**src/rtl/hazard_scoreboard.sv**
```systemverilog
// ---------------------------------------------------------------------------
// hazard_scoreboard
//
// Purpose:
//   Per-register busy scoreboard for the RV32 pipeline, sitting at ID. Each
//   architectural register carries a small down-counter that says how many
//   more cycles a multi-cycle producer (load, mul/div) needs before its
//   result can be forwarded. An instruction in ID that reads a busy source,
//   or that would overwrite a register whose pending producer would finish
//   after it, stalls IF/ID and bubbles ID/EX. ALU producers never stall
//   because their results are covered by forwarding. A saturating counter
//   records how many cycles the pipeline spent stalled.
//
// Ports:
//   clk_i        core clock
//   rst_n_i      asynchronous active-low reset
//   id_valid_i   ID holds a real instruction
//   rs1_i        source 1 register index
//   rs2_i        source 2 register index
//   rs1_used_i   instruction reads rs1
//   rs2_used_i   instruction reads rs2
//   rd_i         destination register index
//   rd_we_i      instruction writes rd
//   op_class_i   00 ALU, 01 LOAD, 10 MUL/DIV, 11 reserved (behaves as ALU)
//   flush_i      kill the ID instruction this cycle (redirect)
//   stall_en_o   hold PC and IF/ID, insert bubble into ID/EX
//   raw_hit_o    {rs2,rs1} read-after-write hazard flags
//   waw_hit_o    write-after-write hazard flag
//   stall_cnt_o  saturating count of stalled cycles
// ---------------------------------------------------------------------------
module hazard_scoreboard #(
  parameter int REG_AW   = 5,
  parameter int LOAD_LAT = 1,
  parameter int MUL_LAT  = 3,
  parameter int CNT_W    = 2,
  parameter int PERF_W   = 32
) (
  input  logic              clk_i,
  input  logic              rst_n_i,
  input  logic              id_valid_i,
  input  logic [REG_AW-1:0] rs1_i,
  input  logic [REG_AW-1:0] rs2_i,
  input  logic              rs1_used_i,
  input  logic              rs2_used_i,
  input  logic [REG_AW-1:0] rd_i,
  input  logic              rd_we_i,
  input  logic [1:0]        op_class_i,
  input  logic              flush_i,
  output logic              stall_en_o,
  output logic [1:0]        raw_hit_o,
  output logic              waw_hit_o,
  output logic [PERF_W-1:0] stall_cnt_o
);

  localparam int NUM_REGS = 2 ** REG_AW;

  typedef enum logic [1:0] {
    OpAlu  = 2'b00,
    OpLoad = 2'b01,
    OpMul  = 2'b10,
    OpRsvd = 2'b11
  } opClass_e;

  opClass_e            opClass;
  logic [CNT_W-1:0]    issueLat;
  logic [CNT_W-1:0]    rs1Busy;
  logic [CNT_W-1:0]    rs2Busy;
  logic [CNT_W-1:0]    rdBusy;
  logic [1:0]          rawHit;
  logic                wawHit;
  logic                stallEn;
  logic                issue;

  logic [CNT_W-1:0]    busy_q [NUM_REGS];
  logic [CNT_W-1:0]    busy_d [NUM_REGS];
  logic [PERF_W-1:0]   stallCnt_q;
  logic [PERF_W-1:0]   stallCnt_d;

  // Number of cycles an immediately following dependent must wait on a
  // producer of the given class. Reserved encodings behave like ALU ops so
  // that an undecoded slot can never wedge the pipeline.
  function automatic logic [CNT_W-1:0] latOf(input opClass_e op);
    logic [CNT_W-1:0] lat;
    lat = '0;
    case (op)
      OpLoad:  lat = CNT_W'(LOAD_LAT);
      OpMul:   lat = CNT_W'(MUL_LAT);
      OpAlu:   lat = '0;
      OpRsvd:  lat = '0;
      default: lat = '0;
    endcase
    return lat;
  endfunction

  assign opClass  = opClass_e'(op_class_i);
  assign issueLat = latOf(opClass);

  // Scoreboard lookups for the instruction currently in ID. Entry 0 is held
  // at zero by the update logic, so x0 can never look busy; the explicit
  // index checks below keep that guarantee even if entry 0 were disturbed.
  assign rs1Busy = busy_q[rs1_i];
  assign rs2Busy = busy_q[rs2_i];
  assign rdBusy  = busy_q[rd_i];

  // Hazard detection. A RAW hit means a used source is still in flight. A
  // WAW hit means the older producer of rd would complete after this one,
  // so letting this instruction go would let the stale result win. The hit
  // flags report the raw conditions; only the stall itself is gated by a
  // flush, since a killed instruction has nothing to wait for.
  always_comb begin
    rawHit[0] = id_valid_i & rs1_used_i & (rs1_i != '0) & (rs1Busy != '0);
    rawHit[1] = id_valid_i & rs2_used_i & (rs2_i != '0) & (rs2Busy != '0);
    wawHit    = id_valid_i & rd_we_i & (rd_i != '0) & (rdBusy > issueLat);
    stallEn   = ((|rawHit) | wawHit) & ~flush_i;
    issue     = id_valid_i & ~stallEn & ~flush_i;
  end

  assign raw_hit_o  = rawHit;
  assign waw_hit_o  = wawHit;
  assign stall_en_o = stallEn;

  // Next-state for every busy counter. A newly issuing producer loads its
  // latency and takes priority over the countdown; every other in-flight
  // entry ticks down by one per cycle whether or not ID is stalled, so
  // older producers keep draining while the pipeline waits. The dependent
  // reading its own destination sees the pre-issue value because the load
  // only lands at the clock edge.
  always_comb begin
    busy_d[0] = '0;
    for (int r = 1; r < NUM_REGS; r++) begin
      if (issue && rd_we_i && (rd_i == REG_AW'(r))) begin
        busy_d[r] = issueLat;
      end else if (busy_q[r] != '0) begin
        busy_d[r] = busy_q[r] - 1'b1;
      end else begin
        busy_d[r] = busy_q[r];
      end
    end
  end

  // Stall-cycle performance counter. It sticks at all-ones rather than
  // wrapping so a long run never reports a misleadingly small figure.
  always_comb begin
    stallCnt_d = stallCnt_q;
    if (stallEn && (stallCnt_q != {PERF_W{1'b1}})) begin
      stallCnt_d = stallCnt_q + 1'b1;
    end
  end

  // State registers. Reset is asynchronous so a reset arriving in the middle
  // of a long mul/div stall releases the pipeline without waiting for an
  // edge: all counters clear, which forces every hazard output low.
  always_ff @(posedge clk_i or negedge rst_n_i) begin
    if (!rst_n_i) begin
      for (int r = 0; r < NUM_REGS; r++) begin
        busy_q[r] <= '0;
      end
      stallCnt_q <= '0;
    end else begin
      for (int r = 0; r < NUM_REGS; r++) begin
        busy_q[r] <= busy_d[r];
      end
      stallCnt_q <= stallCnt_d;
    end
  end

  assign stall_cnt_o = stallCnt_q;

endmodule
```
**config.mk**
```make
export PLATFORM = sky130hd
export DESIGN_NAME = hazard_scoreboard
export DESIGN_NICKNAME = d
export VERILOG_FILES = /design/src/rtl/hazard_scoreboard.sv
export SDC_FILE = /design/constraint.sdc
export NUM_CORES = 1
export LEC_CHECK = 0
export CORE_AREA = 2 2 113 115
export DETAILED_ROUTE_END_ITERATION = 8
export DIE_AREA = 0 0 115 117
export PLACE_DENSITY = 0.83
export SLEW_MARGIN = 20
export SYNTH_ARGS = -nofsm -noshare
export SYNTH_HDL_FRONTEND = slang
export SYNTH_SLANG_ARGS = --single-unit
```
**constraint.sdc**
```tcl
create_clock -name clk_i -period 8.8 [get_ports clk_i]
set_clock_uncertainty 0.2 [all_clocks]
set_input_delay 0.88 -clock clk_i [delete_from_list [all_inputs] [get_ports clk_i]]
set_output_delay 0.88 -clock clk_i [all_outputs]
set_load 0.03 [all_outputs]
```
==> results.yml, run 1 <==
clock_network:
  cts.reportedPaths.clkPinSlew_ns: 0.06
  root_buffer: "clkbuf_16"
  worstSkewPairLatency_ns: 0.36
  cts_buffer_depth: 2
  cts_tree: "done"
  htree_levels: 3
  cts_resized: 0
  numCtsBuffers: 9
  clock-sinks: 94
  holdBufCountCts: 0
  post_cts_buffers: 0
sta:
  fmax_mhz: 150.9
  slew_headroom_pct: 30.16
  setup_tns_ns: 0
  layout_min_cycle_time_ns: 6.627
  finalCritPeriodShare_pct: 75.31
  finalSetupViolations: 0
  finalMaxSlewViolations: 0
  rsz0062_at_grt: "false"
  final-hold-violation-count: 0
  tightestPinTransition_ns: 1.044
die:
  num_rows: 41
  die_w_um: 115
  initial_core_util_pct: 54.01
  core_mm2: 0.01231
  dieArea_mm2: 0.01346
  ios: 60
  die_h_um: 117
synthesis:
  synthArstFlopShare_pct: 100.0
  synth_top_area_share_pct: 35.37
  synth_area_mm2: 0.006650
  yosys.area.top_type: "dfrtp_1"
  ys.flop_type: "dfrtp_1"
  ys_top_cells_by_area: "dfrtp_1, mux2i_1, xor2_1"
  ys_types: 57
  avgSynthCellArea_um2: 10.08
  synth_seq_cells: 94
  yosys_warnings: 0
  synth_enable_flop_cells: 0
  syn_inst: 660
  syn-num-nets: 719
  ys_seq_area_share_pct: 35.37
critical_path:
  startpoint: "rd_i[1]"
  r2r-end: "stall_cnt_o[7]$_DFFE_PN0P_"
  crit_arrival_ns: 5.55
  crit_fanout: 63
  crit_required_ns: 7.72
  cp-end-kind: "output port"
  reg2reg_depth: 9
  r2r_start: "busy_q[15]$_DFFE_PN0P_"
  cp-start-kind: "input port"
  crit_type: "input port to output port"
  r2r_slack_ns: 4.50
grt:
  grt_pass1_vias: 5668
  use_met3_pct: 6.488
  use_met2_pct: 44.98
  grtUsageMet1_pct: 34.59
  gr-total-overflow: 0
  busiest_layer: "met2"
  grt_pass1_wl_um: 28720
  gr-usage-all-layers_pct: 27.61
  grt_max_degree: 64
  antenna_found_initial: 0
placed_design:
  port_buffers: 59
  post-dp-hpwl_um: 12630
  dpl-instance-area_mm2: 0.007295
  gp_congestion: 1.012
  place_inst: 837
cells_and_area:
  fin_cells: 852
  post-route-cell-area_mm2: 0.007584
  drive_above_1_share_pct: 8.832
  fillers: 992
  syn_to_final_growth_pct: 14.04
  diodes: 0
  final_nets: 757
routing:
  wirelength_um: 17460
  drc: 0
  final_antenna_net_count: 0
  drt_iter0_markers: 584
  via_count: 5469
  wire_per_inst_um: 20.50
  drt_pass1_iterations: 5
  post_drt_via_cell_ratio: 6.419
worst_hold_path:
  min_from: "stall_cnt_o[17]$_DFFE_PN0P_"
  hp-class: "register to register"
  whs_path_depth: 1
  min_to: "stall_cnt_o[17]$_DFFE_PN0P_"
pwr:
  powerDensity_mw_per_mm2: 316.2
  power.total_uw: 2398
  vdd_drop_max_mv: 0.1768
  p_leak_uw: 0.003578
  p_int_uw: 1393
  swShare_pct: 41.91
  pwr-share-comb_pct: 48.1
  sequentialPowerShare_pct: 35.5
  p_sw_uw: 1005
  clockPowerShare_pct: 16.4
run:
  maxCapViolCount: 0
outcome:
  outcome: "completed"
-- cell type report --
cell class                 instances  area (µm²)  area share (%)
timing repair buffer              65       633.1           8.348
sequential                        94        2352           31.02
clock buffer                      10       229.0           3.019
clock inverter                     5       60.06          0.7919
inverter                          71       266.5           3.514
tap                              150       187.7           2.475
multi-input combinational        457        3855           50.83
-- synth_stat cells (3+ instances only) --
cell,count
a2111oi_0,3
a211oi_1,7
a21oi_1,18
a22o_1,3
a311oi_1,4
a31oi_1,5
and3_1,6
buf_2,13
clkbuf_1,19
dfrtp_1,94
ha_1,35
inv_1,70
mux2_1,18
mux2_2,4
mux2i_1,63
mux4_2,21
nand2_1,19
nand2b_1,5
nand3_1,30
nand3b_1,4
nand4_1,9
nor2_1,39
nor3_1,26
nor3_2,7
nor4_1,15
nor4b_1,3
o21ai_0,8
or3_1,5
or4_1,9
xnor2_1,5
xor2_1,57
-- cell usage in the layout, fill, tap and decap left out, types with 3 or more instances in the layout --
cell type and instances:
a2111oi_0 3, a211oi_1 7, a21oi_1 18, a22o_1 3, a311oi_1 4, a31oi_1 5, and3_1 6, buf_4 7
clkbuf_16 9, clkdlybuf4s50_1 58, dfrtp_1 94, ha_1 35, inv_1 70, mux2_1 18, mux2_2 4, mux2i_1 63
mux4_2 21, nand2_1 19, nand2b_1 5, nand3_1 30, nand3b_1 4, nand4_1 9, nor2_1 39, nor3_1 25
nor3_2 8, nor4_1 15, nor4b_1 3, o21ai_0 8, or3_1 5, or4_1 9, xnor2_1 5, xor2_1 57
-- flip-flops by register name (all words and copies together), names as in the netlist --
| name | flops |
|---|---|
| stall_cnt_o | 32 |
| busy_q | 62 |
-- power groups by stage --
stage / Clock (µW) / Sequential (µW) / Combinational [µW]
after floorplan: 0 / 797 / 853
after global placement: 0 / 837 / 1030
after detailed placement: 0 / 847 / 1140
after CTS: 392 / 839 / 1160
after global routing: 411 / 873 / 1290
final: 394 / 851 / 1150
-- worst max-delay path, stage by stage --
cell             delay, ns
clkdlybuf4s50_1       0.65
buf_4                 0.34
mux4_2                0.54
mux4_2                0.48
mux2_2                0.29
ha_1                  0.29
a2111oi_1             0.76
nor3_4                0.07
buf_4                 0.37
nor2_1                0.17
clkdlybuf4s50_1       0.69
-- stage by stage --
| step | setup slack (ns) | utilization [%] | hold slack [ns] |
|---|---|---|---|
| after CTS | 2.228 | 61.60 | 0.2937 |
| after global routing | 1.884 | 61.60 | 0.3064 |
| after global placement | 2.381 | 59.25 | 0.2730 |
| after floorplan | 2.389 | - | 0.3442 |
| final | 2.173 | 61.60 | 0.2899 |
| after detailed placement | 2.226 | 59.25 | 0.2789 |
-- logic make-up (layout without fill, tap and decap cells) --
| logic type | count (synthesis) | after routing | synth area share (%) |
|---|---|---|---|
| AOI/OAI and AO/OA | 63 | 63 | 6.604 |
| muxes | 106 | 106 | 20.32 |
| xor gates and xnor gates | 62 | 62 | 8.166 |
| and+or+nand+nor | 191 | 191 | 16.22 |
| DFF | 94 | 94 | 35.37 |
| adders and majority gates | 35 | 35 | 6.585 |
| buffers and inverters | 109 | 151 | 6.736 |
-- how the worst max path moves through the flow --
stage                      end  slack (ns)  depth (start not counted)
detailed placement  stall_en_o        2.23                         11
floorplan           stall_en_o        2.39                         12
CTS                 stall_en_o        2.23                         11
finish              stall_en_o        2.17                         11
global route        stall_en_o        1.88                         12
global placement    stall_en_o        2.38                         11
-- routing by layer --
metal | routed length (µm) | up-vias
li1 | - | 2453
met3 | 1374 | 74
met2 | 8632 | 262
met1 | 6753 | 2680
met5 | 0 | -
met4 | 702 | 0
Power figures use the tool's default switching activity.
==> run 2, diff against run 1 <==
==> constraint.sdc (replaced) <==
create_clock -name clk_i -period 6.8 [get_ports clk_i]
set_clock_uncertainty 0.2 [all_clocks]
set_input_delay 0.68 -clock clk_i [delete_from_list [all_inputs] [get_ports clk_i]]
set_output_delay 0.68 -clock clk_i [all_outputs]
set_load 0.03 [all_outputs]
==> run 2 against run 1 <==
Effect of this change: power is 27% higher; routed wire length is 1.3% lower; clock power is 24% higher; sequential power is 28% higher; global-route usage is 0.76 points lower; critical path depth is 1 lower; count of clock-buffer cells in the layout is 2 higher; final area hardly changed; utilization hardly changed; final cell count is 0.35% higher; largest power group unchanged; hold slack worse by 0.27 ns.
==> results.yml, run 2 (same netlist as run 1, synthesis figures left out) <==
routing:
  final_antenna_net_count: 0
  via_count: 5463
  drt_pass1_iterations: 7
  post_drt_via_cell_ratio: 6.389
  wirelength_um: 17240
  drc: 0
  drt_iter0_markers: 464
  wire_per_inst_um: 20.17
clock_network:
  holdBufCountCts: 0
  root_buffer: "clkbuf_16"
  htree_levels: 3
  cts_tree: "done"
  numCtsBuffers: 9
  post_cts_buffers: 0
  cts_buffer_depth: 2
  clock-sinks: 94
  cts_resized: 0
  worstSkewPairLatency_ns: 0.36
  cts.reportedPaths.clkPinSlew_ns: 0.07
die:
  die_w_um: 115
  ios: 60
  dieArea_mm2: 0.01346
  core_mm2: 0.01231
  die_h_um: 117
  num_rows: 41
  initial_core_util_pct: 54.01
sta:
  fmax_mhz: 172.9
  finalMaxSlewViolations: 0
  slew_headroom_pct: 29.14
  layout_min_cycle_time_ns: 5.784
  setup_tns_ns: 0
  finalSetupViolations: 0
  final-hold-violation-count: 0
  tightestPinTransition_ns: 1.060
  finalCritPeriodShare_pct: 85.05
  rsz0062_at_grt: "false"
critical_path:
  cp_top_family: "buffers and inverters"
  crit_end: "stall_en_o"
  crit_slowest_cell: "clkdlybuf4s50_1"
  crit_buf_inv: 3
  path_depth: 10
  crit_type: "input port to output port"
  r2r_slack_ns: 2.50
  crit_required_ns: 5.92
  r2r-end: "stall_cnt_o[9]$_DFFE_PN0P_"
  crit_fanout: 17
  crit_arrival_ns: 4.90
  cp-end-kind: "output port"
  crit_chain: "clkdlybuf4s50_1 > buf_4 > mux4_2 > mux4_2 > mux2_2 > ha_1 > a2111oi_1 > nor3_4 > nor2_1 > clkdlybuf4s50_1"
  slowest_delay_ns: 0.83
  startpoint: "rd_i[1]"
  r2r_start: "busy_q[15]$_DFFE_PN0P_"
  cp-start-kind: "input port"
  reg2reg_depth: 9
grt:
  gr-usage-all-layers_pct: 26.85
  grt_pass1_vias: 5530
  gr-total-overflow: 0
  grt_max_degree: 69
  grt_pass1_wl_um: 27990
  antenna_found_initial: 0
cells_and_area:
  mostFrequentLayoutCells: "dfrtp_1, inv_1, mux2i_1, clkdlybuf4s50_1, xor2_1"
  diodes: 0
  regMostFlops: "busy_q"
  final_nets: 759
  syn_to_final_growth_pct: 14.11
  final_common_cell: "dfrtp_1"
  drive_above_1_share_pct: 9.078
  largest_register_ffs: 62
pwr:
  p_leak_uw: 0.003578
  clockPowerShare_pct: 16.0
  pwr-share-comb_pct: 48.0
  powerDensity_mw_per_mm2: 401.0
  p_int_uw: 1776
  swShare_pct: 41.62
  p_sw_uw: 1266
  vdd_drop_max_mv: 0.2142
  power.total_uw: 3043
  sequentialPowerShare_pct: 35.9
placed_design:
  post-dp-hpwl_um: 12380
  port_buffers: 59
  gp_congestion: 0.9763
outcome:
  outcome: "completed"
run:
  maxCapViolCount: 0
worst_hold_path:
  hp-class: "input port to asynchronous set/reset pin"
[run 2: through the flow]
step | hold WS [ns] | cell area (µm²) | worst slack, ns | util [%] | cells
2_1_floorplan | 0.1844 | 6650 | 0.7893 | - | 660
3_5_place_dp | 0.2822 | 7310 | 1.050 | 59.37 | 839
6_report | 0.01649 | 7589 | 1.016 | 61.64 | 855
5_1_grt | 0.04721 | 7589 | 0.8788 | 61.64 | 855
3_3_place_gp | 0.2730 | 7310 | 1.162 | 59.37 | 839
4_1_cts | 0.03188 | 7589 | 1.053 | 61.64 | 855
[run 2: layout make-up]
type | instances | area (µm²)
Timing Repair Buffer | 67 | 648.1
Fill cell | 952 | 4723
Tap cell | 150 | 187.7
Sequential cell | 94 | 2352
Clock buffer | 12 | 246.5
Inverter | 71 | 266.5
Multi-Input combinational cell | 457 | 3855
Clock inverter | 4 | 32.53
[run 2: worst min path at each step]
stage / start / to / slack [ns] / cells after the start
finish: rst_n_i / stall_cnt_o[5]$_DFFE_PN0P_ / 0.02 / 1
global route: rst_n_i / stall_cnt_o[5]$_DFFE_PN0P_ / 0.05 / 1
CTS: rst_n_i / stall_cnt_o[4]$_DFFE_PN0P_ / 0.03 / 1
detailed placement: stall_cnt_o[30]$_DFFE_PN0P_ / stall_cnt_o[30]$_DFFE_PN0P_ / 0.28 / 1
global placement: stall_cnt_o[20]$_DFFE_PN0P_ / stall_cnt_o[20]$_DFFE_PN0P_ / 0.27 / 1
floorplan: rst_n_i / busy_q[0]$_DFFE_PN0P_ / 0.18 / 0
[run 2: layer usage]
metal	track usage, %	vias to the layer above	routed length (µm)
met5	0	-	0
met2	43.14	249	8384
met4	15.02	0	657
li1	-	2459	-
met1	34.76	2698	7089
met3	4.583	57	1111
[run 2: power by group through the flow]
stage          logic, µW  registers [µW]  clock network (µW)
6_report            1460            1090                 488
3_3_place_gp        1330            1070                   0
3_5_place_dp        1460            1090                   0
4_1_cts             1470            1080                 492
5_1_grt             1640            1120                 517
2_1_floorplan       1100            1030                   0
==> run 3, diff against run 2 <==
==> constraint.sdc (replaced) <==
create_clock -name clk_i -period 6.2 [get_ports clk_i]
set_clock_uncertainty 0.2 [all_clocks]
set_input_delay 1.55 -clock clk_i [delete_from_list [all_inputs] [get_ports clk_i]]
set_output_delay 1.55 -clock clk_i [all_outputs]
set_load 0.03 [all_outputs]
==> run 3 against run 2 <==
Effect of this change: critical path type unchanged; highest routed layer unchanged; utilization grew 2.6 points; power rose by 12%; global-route usage is 0.51 points higher; sequential power increased by 8%; final area grew 4.3%; hold slack better by 0.28 ns; register-to-register slack got worse by 0.41 ns; non-clock buffer count grew 30; critical path depth did not move.
==> results.yml, run 3 (same netlist as run 1, synthesis figures left out) <==
outcome:
  outcome: "completed"
placed_design:
  post-dp-hpwl_um: 13020
  dpl-instance-area_mm2: 0.007582
  port_buffers: 59
  gp_congestion: 0.9429
  dp_slack_ns: -0.2423
clock_network:
  root_buffer: "clkbuf_16"
  cts.reportedPaths.clkPinSlew_ns: 0.07
  htree_levels: 3
  cts_tree: "done"
  clock-sinks: 94
  holdBufCountCts: 0
  cts_buffer_depth: 2
  numCtsBuffers: 9
  worstSkewPairLatency_ns: 0.36
sta:
  slew_headroom_pct: 38.05
  fin_ws_ns: 0.1117
  tightestPinTransition_ns: 0.9273
  layout_min_cycle_time_ns: 6.088
  final-hold-violation-count: 0
  fmax_mhz: 164.3
  finalSetupViolations: 0
  rsz0062_at_grt: "false"
  finalCritPeriodShare_pct: 98.20
  finalMaxSlewViolations: 0
  setup_tns_ns: 0
cells_and_area:
  largest_register_ffs: 62
  regMostFlops: "busy_q"
  drive_above_1_share_pct: 14.01
  post-route-cell-area_mm2: 0.007913
  final_common_cell: "dfrtp_1"
  mostFrequentLayoutCells: "dfrtp_1, inv_1, mux2i_1, xor2_1, clkdlybuf4s50_1"
  diodes: 0
  fillers: 995
  final_nets: 789
  syn_to_final_growth_pct: 18.98
critical_path:
  cp-end-kind: "output port"
  cp_top_family: "multiplexers"
  crit_slowest_cell: "mux4_2"
  cp-start-kind: "input port"
  crit_buf_inv: 3
  crit_chain: "dlygate4sd2_1 > buf_4 > mux4_2 > mux4_2 > mux2i_1 > ha_1 > a2111oi_4 > nor3_4 > nor2_4 > buf_6"
  slowest_delay_ns: 0.52
  crit_fanout: 8
  crit_type: "input port to output port"
  crit_arrival_ns: 4.34
  crit_top_cell: "mux4_2"
  crit_required_ns: 4.45
pwr:
  p_leak_uw: 0.003767
  power.total_uw: 3403
  vdd_drop_max_mv: 0.2470
  powerDensity_mw_per_mm2: 430.1
routing:
  via_count: 5502
  drc: 0
  final_antenna_net_count: 0
  wirelength_um: 17610
  drt_iter0_markers: 442
  post_drt_via_cell_ratio: 6.217
  wire_per_inst_um: 19.90
  drt_pass1_iterations: 5
grt:
  antenna_found_initial: 0
  grt_max_degree: 63
  grt_pass1_wl_um: 28430
  grt_pass1_vias: 5646
  gr-total-overflow: 0
  gr-usage-all-layers_pct: 27.36
die:
  num_rows: 41
  core_mm2: 0.01231
  ios: 60
  initial_core_util_pct: 54.01
  die_w_um: 115
  dieArea_mm2: 0.01346
  die_h_um: 117
run:
  maxCapViolCount: 0
worst_hold_path:
  hp-class: "register to register"
==> run 3: cell types whose count changed in the layout (fill, tap and decap cells not counted), sizes merged <==
cell           delta
bufbuf            +1
dlygate4sd2       +1
clkbuf            -2
inv               +4
clkdlybuf4s50     -5
buf              +33
clkinv            -2
==> run 3: cell type report <==
class	instances	area, µm²	share of cell area (%)
Multi-Input combinational cell	457	3908	49.38
Inverter	71	266.5	3.368
Clock inverter	6	52.55	0.6641
Timing Repair Buffer	97	917.1	11.59
Sequential cell	94	2352	29.73
Tap cell	150	187.7	2.372
Clock buffer	10	229.0	2.894
==> run 3: power by group <==
part	leakage [µW]	total [µW]	internal, µW	switching, µW
combinational	0.00249	1680	827	849
sequential	0.00115	1180	874	306
clock	0.000132	547	280	267
total	0.00377	3400	1980	1420
==> run 3: worst paths after layout <==
| check | to | slack (ns) | startpoint | depth (start not counted) |
|---|---|---|---|---|
| setup / recovery | stall_en_o | 0.11 | rd_i[1] | 10 |
| hold / removal | stall_cnt_o[20]$_DFFE_PN0P_ | 0.29 | stall_cnt_o[20]$_DFFE_PN0P_ | 1 |
| setup reg to reg | busy_q[41]$_DFFE_PN0P_ | 2.09 | busy_q[7]$_DFFE_PN0P_ | 10 |
| hold reg to reg | stall_cnt_o[20]$_DFFE_PN0P_ | 0.29 | stall_cnt_o[20]$_DFFE_PN0P_ | 1 |
| max in group asynchronous | busy_q[28]$_DFFE_PN0P_ | 3.71 | rst_n_i | 2 |
| min in group asynchronous | stall_cnt_o[28]$_DFFE_PN0P_ | 0.93 | rst_n_i | 1 |
==> run 3: what timing repair did <==
item / in CTS / in global routing
endpoints found under the hold margin: 0 / 0
resized for setup: 5 / 2
buffers inserted: 2 / 0
cloned: 1 / 0
pin swaps: 1 / 2
setup endpoints to repair: 2 / 1
==> run 3: routing by layer <==
metal / part of all wire [%] / up-vias / track usage, %
met5: 0 / - / 0
met4: 2.8 / 0 / 10.20
met3: 6.1 / 39 / 6.746
met2: 51 / 187 / 46.27
met1: 40 / 2759 / 34.21
li1: - / 2517 / -
==> run 3: metrics by stage <==
stage	util [%]	cells	hold slack, ns
after detailed placement	61.59	866	0.2865
after CTS	64.29	885	0.3003
after global placement	61.59	866	0.2736
final	64.27	885	0.2931
after floorplan	-	660	0.3442
after global routing	64.27	885	0.3133
